File: src/rtl/if_stage.sv
// if_stage -- instruction fetch stage with IF/ID pipeline register.
//
// Fetches one word per cycle from a same-cycle-response instruction memory.
// A stall that arrives together with a memory response parks the word in a
// one-entry pend buffer so the response is not lost. A redirect from a
// resolved branch overrides everything else in that cycle.
//
// Build option:
//   IF_FETCH_COUNT_EN -- adds the fetch_count output, which counts every
//                        valid instruction delivered into IF/ID.
module if_stage #(
    parameter logic [31:0] RESET_PC = 32'h0000_0000
) (
    input  logic        clk,
    input  logic        rst,
    input  logic        stall,
    input  logic        branch_taken,
    input  logic [31:0] branch_target,
    output logic        imem_req,
    output logic [31:0] imem_addr,
    input  logic        imem_ready,
    input  logic [31:0] imem_rdata,
    output logic [31:0] pc,
    output logic [31:0] if_id_instruction,
    output logic [31:0] if_id_pc_plus4,
    output logic        if_id_valid
`ifdef IF_FETCH_COUNT_EN
    ,
    output logic [31:0] fetch_count
`endif
);

    // ------------------------------------------------------------------
    // State encoding
    // ------------------------------------------------------------------
    localparam logic [1:0] ST_IDLE = 2'd0;  // first cycle after reset, no request
    localparam logic [1:0] ST_REQ  = 2'd1;  // request outstanding at pc
    localparam logic [1:0] ST_PEND = 2'd2;  // word captured under stall, waiting

    // The low two bits of every fetch address are forced to zero, including
    // the reset vector, so pc is always word aligned.
    localparam logic [31:0] RESET_PC_ALIGNED = {RESET_PC[31:2], 2'b00};

    logic [1:0]  state;
    logic [1:0]  state_next;
    logic [31:0] pend;

    logic [31:0] pc_plus4;
    logic [31:0] redirect_pc;

    // Per-cycle action decode; at most one of these is high in any cycle.
    logic        redirect;
    logic        deliver_rdata;
    logic        deliver_pend;
    logic        capture_pend;
    logic        insert_bubble;
    logic        deliver;

    // ------------------------------------------------------------------
    // Address arithmetic
    // ------------------------------------------------------------------
    // The 32-bit add wraps naturally, so 32'hFFFF_FFFC + 4 becomes 0.
    assign pc_plus4    = pc + 32'd4;
    assign redirect_pc = {branch_target[31:2], 2'b00};

    // ------------------------------------------------------------------
    // Memory interface
    // ------------------------------------------------------------------
    // A request is issued only from REQ; imem_addr is pc, which does not move
    // while a request waits for imem_ready unless a redirect occurs.
    assign imem_req  = (state == ST_REQ);
    assign imem_addr = pc;

    // Decode what this cycle does to pc, pend and IF/ID; redirect wins.
    always_comb begin
        // NOTE: every output of a combinational block gets a default first so
        // no path through the block leaves it unassigned (which infers a latch).
        redirect      = 1'b0;
        deliver_rdata = 1'b0;
        deliver_pend  = 1'b0;
        capture_pend  = 1'b0;
        insert_bubble = 1'b0;

        if (branch_taken) begin
            redirect = 1'b1;
        end else begin
            case (state)
                ST_REQ: begin
                    if (imem_ready && !stall) begin
                        deliver_rdata = 1'b1;
                    end else if (imem_ready && stall) begin
                        capture_pend = 1'b1;
                    end else if (!imem_ready && !stall) begin
                        insert_bubble = 1'b1;
                    end
                end
                ST_PEND: begin
                    if (!stall) begin
                        deliver_pend = 1'b1;
                    end
                end
                default: begin
                    // IDLE performs no fetch-side action.
                end
            endcase
        end
    end

    assign deliver = deliver_rdata | deliver_pend;

    // Choose the next FSM state from the decoded action.
    always_comb begin
        state_next = state;
        if (redirect) begin
            state_next = ST_REQ;
        end else begin
            case (state)
                ST_IDLE: state_next = ST_REQ;
                ST_REQ:  if (capture_pend) state_next = ST_PEND;
                ST_PEND: if (deliver_pend) state_next = ST_REQ;
                default: state_next = ST_IDLE;
            endcase
        end
    end

    // FSM state register.
    always_ff @(posedge clk or posedge rst) begin
        // NOTE: sequential state uses non-blocking assignments so every
        // register samples pre-edge values, independent of block ordering.
        if (rst) begin
            state <= ST_IDLE;
        end else begin
            state <= state_next;
        end
    end

    // Program counter: jump on redirect, advance on each delivered word.
    always_ff @(posedge clk or posedge rst) begin
        if (rst) begin
            pc <= RESET_PC_ALIGNED;
        end else if (redirect) begin
            pc <= redirect_pc;
        end else if (deliver) begin
            pc <= pc_plus4;
        end
    end

    // Pend buffer: holds a word that arrived while decode was stalled.
    always_ff @(posedge clk or posedge rst) begin
        if (rst) begin
            pend <= 32'h0;
        end else if (redirect) begin
            pend <= 32'h0;
        end else if (capture_pend) begin
            pend <= imem_rdata;
        end
    end

    // IF/ID register: load a word, insert a bubble, or hold.
    always_ff @(posedge clk or posedge rst) begin
        if (rst) begin
            if_id_instruction <= 32'h0;
            if_id_pc_plus4    <= 32'h0;
            if_id_valid       <= 1'b0;
        end else if (redirect || insert_bubble) begin
            // The address half is left as-is; with valid low it is ignored.
            if_id_instruction <= 32'h0;
            if_id_valid       <= 1'b0;
        end else if (deliver_rdata) begin
            if_id_instruction <= imem_rdata;
            if_id_pc_plus4    <= pc_plus4;
            if_id_valid       <= 1'b1;
        end else if (deliver_pend) begin
            if_id_instruction <= pend;
            if_id_pc_plus4    <= pc_plus4;
            if_id_valid       <= 1'b1;
        end
    end

`ifdef IF_FETCH_COUNT_EN
    // Count every valid instruction delivered into IF/ID; wraps at 2^32.
    always_ff @(posedge clk or posedge rst) begin
        if (rst) begin
            fetch_count <= 32'h0;
        end else if (deliver) begin
            fetch_count <= fetch_count + 32'd1;
        end
    end
`endif

`ifndef SYNTHESIS
    // ------------------------------------------------------------------
    // Structural sanity properties
    // ------------------------------------------------------------------
    a_pc_aligned : assert property (@(posedge clk) disable iff (rst)
        pc[1:0] == 2'b00);

    a_state_legal : assert property (@(posedge clk) disable iff (rst)
        state != 2'd3);

    a_addr_stable : assert property (@(posedge clk) disable iff (rst)
        (imem_req && !imem_ready && !branch_taken) |=> $stable(imem_addr));

    a_one_action : assert property (@(posedge clk) disable iff (rst)
        $onehot0({redirect, deliver_rdata, deliver_pend, capture_pend, insert_bubble}));
`endif

endmodule

File: config.mk
export PLATFORM = sky130hd
export DESIGN_NAME = if_stage
export DESIGN_NICKNAME = d
export VERILOG_FILES = /design/src/rtl/if_stage.sv
export SDC_FILE = /design/constraint.sdc
export NUM_CORES = 1
export LEC_CHECK = 0
export ABC_CLOCK_PERIOD_IN_PS = 9900
export BUFFER_PORTS_ARGS = -buffer_cell sky130_fd_sc_hd__buf_2
export CORE_UTILIZATION = 50
export CTS_BUF_LIST = sky130_fd_sc_hd__clkbuf_4 sky130_fd_sc_hd__clkbuf_8 sky130_fd_sc_hd__clkbuf_16
export CTS_CLUSTER_DIAMETER = 50
export DETAILED_ROUTE_END_ITERATION = 16
export PLACE_DENSITY = 0.78
export RECOVER_POWER = 25
export SLEW_MARGIN = 25
export SYNTH_ARGS = -nofsm -noshare
export SYNTH_HDL_FRONTEND = slang
export SYNTH_SLANG_ARGS = --single-unit
File: constraint.sdc
create_clock -name clk -period 9.9 [get_ports clk]
set_clock_uncertainty 0.1 [all_clocks]
set_input_delay 1.98 -clock clk [delete_from_list [all_inputs] [get_ports clk]]
set_output_delay 1.98 -clock clk [all_outputs]
set_load 0.05 [all_outputs]
==> results of run 1 <==
-- area by class of cell --
cell class	count	area share
clock buffer	22	0.0595
clock inverter	10	0.0171
multi-input combinational	478	0.366
tap	172	0.0269
sequential	127	0.398
inverter	11	0.00532
timing repair buffer	199	0.127
-- path summary, 6_finish.rpt --
kind                                               endpoint  slack (ns)  cells past startpoint
setup / recovery                  imem_addr[30]$_DFFE_PP0P_        5.48                      7
hold / removal                if_id_pc_plus4[2]$_DFFE_PP0P_        0.37                      2
setup reg to reg                  imem_addr[30]$_DFFE_PP0P_        6.92                      5
hold reg to reg               if_id_pc_plus4[2]$_DFFE_PP0P_        0.37                      2
max in group asynchronous     if_id_pc_plus4[9]$_DFFE_PP0P_        5.67                      3
min in group asynchronous  if_id_instruction[8]$_DFFE_PP0P_        2.25                      2
-- logic make-up (layout without fill, tap and decap cells) --
family / after synthesis / in the layout
AOI/OAI and AO/OA: 155 / 155
xor gates and xnor gates: 18 / 18
adders and majority gates: 1 / 1
buffers and inverters: 100 / 242
DFF: 127 / 127
muxes: 39 / 39
other: 1 / 6
and+or+nand+nor: 259 / 259
-- where the power goes --
| part | total (mW) | switching, mW | leakage [nW] | internal, mW |
|---|---|---|---|---|
| Clock | 0.644 | 0.228 | 0.296 | 0.416 |
| Combinational | 0.431 | 0.332 | 1.67 | 0.0988 |
| Sequential | 0.623 | 0.0520 | 1.64 | 0.571 |
-- sequential cells by signal (all words and copies together), names as in the netlist --
register / flops
imem_addr: 30
if_id_pc_plus4: 30
if_id_instruction: 32
if_id_valid: 1
pend: 32
state: 2
-- worst reg2reg max path: cells and delay by family, from the launching register on --
family,cells,cell delay [ns]
AO/OA/AOI/OAI,2,0.90
buffers and inverters,1,0.39
flip-flops,1,0.41
AND/OR/NAND/NOR,2,1.07
-- per-layer routing --
layer | GRT usage | part of all wire | up-vias
li1 | - | - | 2756
met1 | 0.377 | 0.44 | 2874
met2 | 0.407 | 0.46 | 264
met3 | 0.0690 | 0.076 | 29
met4 | 0.0962 | 0.017 | 0
met5 | 0 | 0 | -
-- cells in the final DEF, fill, tap and decap left out, types with 5 or more instances in the layout --
cell       Yosys  routed
nand2_1      122     122
o2bb2ai_1     32      32
clkbuf_16      0      17
mux2i_1       39      39
o311ai_0       7       7
buf_4         36       8
a31oi_1        9       9
and4_1         5       5
o31ai_1        5       5
nor4_1         6       5
inv_1         11      10
nand4_1       18      18
xor2_1         5       5
o211ai_1      15      15
and3_1         6       6
conb_1         1       6
nor3_1         7       7
xnor2_1       13      13
dfrtp_1      127     127
a21oi_1       39      38
nand3_1       34      34
nor2b_1        5       5
a211oi_1       5       5
o21ai_0       28      28
nor2_1        21      19
buf_2         10     189
or4_1         19      19
==> out/metrics.csv, run 1 <==
stage;metric;value;unit
floorplanning;die_x;117;um
setup_path;cp_common_cell;buf_4;
cts;cts_root_buf;clkbuf_16;
setup_path;slowest_stage;or4_1;
global_routing;grt_antenna_before_repair;0;
floorplanning;die_area;13700;um2
synth;synth-simple-area-share;0.194;
global_routing;grt_pass1_vias;5432;
timing;setup_ws;5.48;ns
synth;synth_compound_area_frac;0.158;
cts;cts_sinks;127;
timing;hold_viol;0;
place;dpl_cell_area;7380;um2
detailed_routing;drtIter0Drc;558;
synth;yosysMostFrequentCell;dfrtp_1;
detailed_routing;wl_per_cell;17.2;um
setup_path;crit_path_max_incr_delay;0.54;ns
finish;final_util;0.628;
setup_path;crit_buf_inv;3;
finish;drive_gt1_frac;0.282;
setup_path;start_kind;input port;
synth;synth.top_cell.area_share;0.482;
floorplanning;placementRows;41;
synth;yosysWarnings;0;
setup_path;required;10.11;ns
status;violations;capacitance limit, slew limit;
synth;synth_top_family_by_area;simple AND/OR/NAND/NOR gates;
timing;period_share;0.446;
synth;ys_types;49;
cts;holdBufCountCts;0;
cts;tritoncts;done;
cts;htree_num_levels;4;
finish;syn_to_final_growth;21.1;%
timing;slew_violations;100;
global_routing;grt_pass1_wl;28300;um
finish;instances_no_fill;1019;
finish;stdcell_area;7990;um2
power_and_ir_drop;power-per-cell-area;213;nW/um2
global_routing;overflow;0;
cts;path_clk_slew;0.05;ns
detailed_routing;dr.pass1.iters;5;
finish;fillers;1099;
hold_path;min_path_type;reg2reg;
synth;synth.area.top_cells;dfrtp_1 48%, nand2_1 6.9%, mux2i_1 5.9%;
timing;max_freq;226;MHz
power_and_ir_drop;power.leakage;3.60;nW
setup_path;r2r-start;state[1]$_DFFE_PP0P_;
timing;rsz0062_at_grt;no;
cts;cts_buffer_depth;2;
detailed_routing;wl;17500;um
floorplanning;start_util;0.518;
place;dp_slack;5.06;ns
finish;n_antenna_cell;0;
synth;syn_inst;700;
setup_path;path_delay_family;simple AND/OR/NAND/NOR gates;
synth;synth_area;6600;um2
place;dp.cells;987;
setup_path;critPathLaunch;branch_taken;
detailed_routing;ant_nets;0;
synth;async_reset_ff_frac;1.00;
synth;synth-seq-cells;127;
setup_path;critPathCaptureType;register;
synth;synthTopCellsByCount;127 x dfrtp_1, 122 x nand2_1, 40 x clkbuf_1;
timing;tns;0;ns
hold_path;min_from;if_id_pc_plus4[2]$_DFFE_PP0P_;
setup_path;crit_fanout;84;
synth;synth-xor-area-share;0.0239;
synth;syn_area_per_cell;9.42;um2
power_and_ir_drop;ir_drop;137;uV
synth;synthMuxAreaShare;0.0592;
finish;final_nets;904;
synth;ys_seq_area_frac;0.482;
cts;cts-resized-gates;0;
timing;setup_viol_count_final;0;
setup_path;critPathKind;in2reg;
synth;synth_top_area_cell;dfrtp_1;
detailed_routing;vias_per_cell;5.81;
timing;timing.slew.headroom;-0.894;
cts;cts_buffers;17;
synth;synth_ff_type;dfrtp_1;
place;gp_routability_congestion;0.815;
floorplanning;core;12700;um2
floorplanning;die_h;117;um
cts;clk_latency;0.42;ns
cts;post_cts_buffers;0;
setup_path;arrival;4.63;ns
floorplanning;io-pin-count;199;
detailed_routing;vias;5923;
power_and_ir_drop;power;1.70;mW
setup_path;path_cells;buf_2, buf_4, or2_2, a21o_2, buf_4, or4_1, a221o_1;
flow_run;cap_violations;2;
global_routing;grt_max_degree;85;
timing;worst_slew_pin_slew;2.82;ns
place;port_buffers;190;
finish;multi_input_area;2930;um2
timing;layout_min_cycle_time;4.42;ns
global_routing;grt_use_total;0.270;
synth;synthAdderAreaFrac;0.00190;
detailed_routing;drc;0;
status;status;finished with violations;
synth;synth-edff-count;0;
place;hpwl;11200;um
timing;whs;0.371;ns
finish;regArea;3180;um2
Power figures use the tool's default switching activity.
==> inputs of run 2 (changes only) <==
ABC_AREA = 1   (was not set)
ABC_CLOCK_PERIOD_IN_PS = 4530   (was 9900)
clock period = 4.53 ns   (was 9.9 ns; I/O delays follow)
==> out/metrics.csv, run 2 <==
stage;metric;value;unit
status;status;finished with violations;
status;violations;capacitance limit, slew limit;
detailed_routing;drc;0;
cts;clk_latency;0.41;ns
detailed_routing;wl_per_cell;13.5;um
floorplanning;start_util;0.518;
setup_path;start_kind;input port;
power_and_ir_drop;ir_drop;251;uV
setup_path;crit_path_max_incr_delay;1.21;ns
setup_path;required;4.75;ns
timing;hold_viol;0;
timing;rsz0062_at_grt;no;
cts;tritoncts;done;
synth;synth_top_area_cell;dfrtp_1;
power_and_ir_drop;seq_power_share;0.355;
finish;final_nets;1095;
place;hpwl;11100;um
finish;top_regs;if_id_instruction x32, pend x32;
setup_path;critPathKind;in2reg;
timing;timing.slew.headroom;-0.747;
power_and_ir_drop;power.leakage;4.57;nW
setup_path;path_cells;buf_2, inv_2, clkbuf_1, o21ai_2, buf_4, o22ai_1;
floorplanning;io-pin-count;199;
hold_path;min_path_type;reg2reg;
cts;htree_num_levels;4;
cts;post_cts_buffers;0;
synth;yosysMostFrequentCell;nand2_1;
finish;final_common_cell;nand2_1;
global_routing;grt_antenna_before_repair;1;
global_routing;grt_use_total;0.252;
power_and_ir_drop;pwr-share-clk;0.382;
detailed_routing;vias_per_cell;4.93;
global_routing;grt_pass1_wl;26100;um
floorplanning;die_area;13700;um2
timing;tns;0;ns
synth;async_reset_ff_frac;1.00;
setup_path;arrival;3.05;ns
synth;yosysWarnings;0;
detailed_routing;ant_nets;0;
timing;period_share;0.623;
synth;synth.top_cell.area_share;0.482;
synth;ys_seq_area_frac;0.482;
finish;drive_gt1_frac;0.247;
timing;max_freq;354;MHz
finish;syn_to_final_growth;21.8;%
flow_run;cap_violations;2;
cts;holdBufCountCts;0;
timing;setup_viol_count_final;0;
cts;cts_buffer_depth;2;
cts;cts_buffers;17;
timing;worst_slew_pin_slew;2.61;ns
floorplanning;die_h;117;um
global_routing;grt_max_degree;69;
power_and_ir_drop;p_int;2.50;mW
timing;layout_min_cycle_time;2.82;ns
setup_path;slowest_stage;clkbuf_1;
synth;synth-seq-cells;127;
synth;synth.area.top_cells;dfrtp_1 48%, nand2_1 20%, inv_1 5.9%;
global_routing;overflow;0;
floorplanning;core;12700;um2
synth;ys_types;31;
power_and_ir_drop;p_switching;1.37;mW
detailed_routing;vias;5962;
cts;cts_root_buf;clkbuf_16;
power_and_ir_drop;power_frac_comb;0.263;
cts;cts-resized-gates;0;
timing;slew_violations;94;
setup_path;critPathCaptureType;register;
cts;cts_sinks;127;
synth;synth_ff_type;dfrtp_1;
cts;path_clk_slew;0.05;ns
floorplanning;placementRows;41;
global_routing;grt_pass1_vias;5374;
place;gp_routability_congestion;0.869;
detailed_routing;drtIter0Drc;475;
synth;synth-edff-count;0;
synth;synth_area;6600;um2
power_and_ir_drop;swShare;0.354;
place;port_buffers;190;
setup_path;crit_fanout;33;
finish;final_cell_mix;358 x nand2_1, 190 x buf_2, 127 x dfrtp_1, 103 x inv_1, 41 x nand3_1;
synth;syn_area_per_cell;7.54;um2
synth;syn_inst;875;
power_and_ir_drop;power;3.87;mW
power_and_ir_drop;power-per-cell-area;481;nW/um2
detailed_routing;wl;16300;um
floorplanning;die_x;117;um
detailed_routing;dr.pass1.iters;5;
synth;synthTopCellsByCount;358 x nand2_1, 127 x dfrtp_1, 104 x inv_1;
place;dpl_cell_area;7390;um2
finish;stdcell_area;8040;um2
==> run 2: cell count changes in the layout (fill, tap and decap cells not counted), moves of 32 or more <==
cell / before / now
o22ai_1: 0 / 32
nand2_1: 122 / 358
a21oi_1: 38 / 0
o2bb2ai_1: 32 / 0
o21ai_1: 0 / 32
inv_1: 10 / 103
mux2i_1: 39 / 0
==> run 2: area by class of cell <==
type                       count  area, um2
fill                        1174       4690
sequential                   127       3180
multi-input combinational    574       2570
timing repair buffer         198       1020
clock buffer                  26        524
inverter                     107        403
tap                          172        215
clock inverter                 5        125
antenna                        1       2.50
==> run 2: path summary, 6_finish.rpt <==
path / depth (start not counted) / to / start / slack, ns
worst max-delay path: 6 / pend[20]$_DFFE_PP0P_ / branch_taken / 1.71
worst min-delay path: 2 / if_id_instruction[3]$_DFFE_PP0P_ / if_id_instruction[3]$_DFFE_PP0P_ / 0.36
worst max register to register: 6 / imem_addr[2]$_DFFE_PP0P_ / state[0]$_DFFE_PP0P_ / 2.04
worst min register to register: 2 / if_id_instruction[3]$_DFFE_PP0P_ / if_id_instruction[3]$_DFFE_PP0P_ / 0.36
max in group asynchronous: 3 / imem_addr[13]$_DFFE_PP0P_ / rst / 2.03
min in group asynchronous: 2 / if_id_valid$_DFFE_PP0P_ / rst / 1.10
==> run 2: metrics by stage <==
step / setup WS (ns) / hold slack, ns / cells / util
after global placement: 1.47 / 0.349 / 1178 / 0.581
final: 1.71 / 0.362 / 1210 / 0.632
after detailed placement: 1.42 / 0.355 / 1178 / 0.581
after global routing: 1.57 / 0.381 / 1210 / 0.632
after CTS: 1.85 / 0.368 / 1209 / 0.632
after floorplan: 0.140 / 0.417 / 880 / -
==> run 2: cells by family (layout without fill, tap and decap cells) <==
group	after synthesis	count (layout)	share of synthesized area
adder cells (fa/ha/maj)	1	1	0.00190
buffers and inverters	179	336	0.132
other	1	7	0.000568
AND/OR/NAND/NOR	487	487	0.309
AO/OA/AOI/OAI	68	68	0.0586
XOR/XNOR	12	12	0.0159
flip-flops	127	127	0.482
==> run 2: worst max-delay path: cells and delay by family <==
| kind | cells | cell delay (ns) |
|---|---|---|
| AO/OA/AOI/OAI | 2 | 0.30 |
| buffers and inverters | 4 | 1.83 |
==> run 2: power groups by stage <==
stage | logic [mW] | clock network, mW | registers (mW)
after detailed placement | 1.02 | 0 | 1.39
after CTS | 1.02 | 1.50 | 1.37
final | 1.02 | 1.48 | 1.37
after global placement | 1.01 | 0 | 1.39
after floorplan | 0.441 | 0 | 1.75
after global routing | 1.10 | 1.55 | 1.39
==> run 2: routing by layer <==
layer	routed length (um)	track usage	up-vias	share of wire
met5	0	0	-	0
met4	351	0.114	0	0.021
met3	974	0.0463	28	0.060
met2	7380	0.388	208	0.45
met1	7630	0.347	2754	0.47
li1	-	-	2972	-
==> inputs of run 3 (changes only) <==
ABC_CLOCK_PERIOD_IN_PS = 2400   (was 4530)
CORE_UTILIZATION = 47   (was 50)
PLACE_DENSITY = 0.77   (was 0.78)
clock period = 2.4 ns   (was 4.53 ns; I/O delays follow)
==> out/metrics.csv, run 3 (synthesized netlist as in run 2, its figures left out) <==
stage;metric;value;unit
timing;hold_viol;0;
finish;final_nets;1102;
timing;period_share;0.791;
detailed_routing;wl;16700;um
cts;tritoncts;done;
floorplanning;die_area;14500;um2
detailed_routing;wl_per_cell;13.7;um
timing;rsz0062_at_grt;no;
floorplanning;core;13500;um2
timing;layout_min_cycle_time;1.90;ns
floorplanning;start_util;0.490;
detailed_routing;vias_per_cell;4.92;
setup_path;ff2ff_setup_slack;0.53;ns
setup_path;arrival;1.32;ns
cts;cts_sinks;127;
place;hpwl;11600;um
cts;cts-resized-gates;0;
detailed_routing;dr.pass1.iters;5;
finish;multi_input_area;2570;um2
finish;drive_gt1_frac;0.254;
cts;clk_latency;0.42;ns
floorplanning;die_x;120;um
setup_path;start_kind;register;
cts;holdBufCountCts;0;
detailed_routing;drtIter0Drc;477;
detailed_routing;vias;6003;
finish;final_common_cell;nand2_1;
floorplanning;io-pin-count;199;
cts;path_clk_slew;0.06;ns
setup_path;critPathKind;reg2out;
global_routing;grt_use_total;0.244;
cts;cts_buffer_depth;2;
finish;fillers;1272;
power_and_ir_drop;ir_drop;705;uV
setup_path;required;1.82;ns
finish;regArea;3180;um2
setup_path;critPathCaptureType;primary output;
timing;setup_viol_count_final;0;
place;dp_slack;0.494;ns
detailed_routing;drc;0;
hold_path;min_path_type;in2async;
cts;post_cts_buffers;0;
global_routing;grt_pass1_vias;5470;
cts;cts_root_buf;clkbuf_16;
timing;worst_slew_pin_slew;1.14;ns
global_routing;overflow;0;
cts;htree_num_levels;4;
cts;cts_buffers;17;
finish;syn_to_final_growth;22.0;%
global_routing;grt_max_degree;65;
timing;timing.slew.headroom;0.239;
status;status;completed;
floorplanning;die_h;120;um
finish;n_antenna_cell;0;
finish;top_regs;if_id_instruction x32, pend x32;
flow_run;cap_violations;0;
power_and_ir_drop;power-per-cell-area;879;nW/um2
detailed_routing;ant_nets;0;
floorplanning;placementRows;42;
setup_path;crit_fanout;4;
timing;slew_violations;0;
global_routing;grt_antenna_before_repair;0;
finish;final_cell_mix;358 x nand2_1, 191 x buf_2, 127 x dfrtp_1, 103 x inv_1, 41 x nand3_1;
power_and_ir_drop;power.leakage;4.58;nW
place;port_buffers;190;
timing;tns;0;ns
timing;max_freq;527;MHz
place;gp_routability_congestion;0.890;
global_routing;grt_pass1_wl;27300;um
timing;setup_ws;0.501;ns
-- run 3: changes by cell type in the layout (fill, tap and decap cells not counted), moves of 2 or more --
cell / delta
buf_4: +5
bufinv_16: -2
clkbuf_4: -2
clkbuf_8: -2
clkinv_2: +3
clkinvlp_4: +3
-- run 3: final timing paths --
check	start	end	depth (start not counted)
worst max-delay path	state[1]$_DFFE_PP0P_	imem_req	4
worst max register to register	imem_addr[3]$_DFFE_PP0P_	if_id_pc_plus4[22]$_DFFE_PP0P_	10
worst min-delay path	rst	state[1]$_DFFE_PP0P_	2
min in group clk	branch_target[11]	imem_addr[11]$_DFFE_PP0P_	3
max in group asynchronous	rst	if_id_instruction[7]$_DFFE_PP0P_	3
worst min register to register	if_id_valid$_DFFE_PP0P_	if_id_valid$_DFFE_PP0P_	2
-- run 3: routing by layer --
metal	share of wire	GRT usage	wire length, um	vias up
met2	0.46	0.375	7710	225
li1	-	-	-	2993
met4	0.018	0.0918	306	0
met1	0.46	0.339	7650	2765
met3	0.063	0.0524	1050	20
met5	0	0	0	-
-- run 3: cell type report --
class | instances | area share
timing repair buffer | 205 | 0.135
inverter | 107 | 0.0501
clock inverter | 10 | 0.0138
tap | 176 | 0.0274
sequential | 127 | 0.395
clock buffer | 22 | 0.0599
multi-input combinational | 574 | 0.319
-- run 3: per-stage QoR --
step / area (um2) / total power, mW / hold WS (ns) / cells / util
6_report: 8050 / 7.07 / 0.109 / 1221 / 0.598
5_1_grt: 8050 / 7.36 / 0.165 / 1221 / 0.598
4_1_cts: 8080 / 7.12 / 0.00621 / 1221 / 0.601
3_5_place_dp: 7490 / 4.55 / 0.353 / 1189 / 0.556
3_3_place_gp: 7490 / 4.53 / 0.349 / 1189 / 0.556
2_1_floorplan: 6620 / 4.14 / 0.417 / 880 / -
-- run 3: worst max-delay path, cell delays in order (launching register included) --
cell and delay, ns:
dfrtp_1 0.36, inv_1 0.08, nand2_2 0.10, inv_1 0.09
buf_2 0.28
-- run 3: where the power goes --
part | internal [mW] | total (mW) | switching (mW)
clock network | 1.63 | 2.56 | 0.937
logic | 0.431 | 1.93 | 1.50
registers | 2.38 | 2.58 | 0.205
total | 4.43 | 7.07 | 2.64
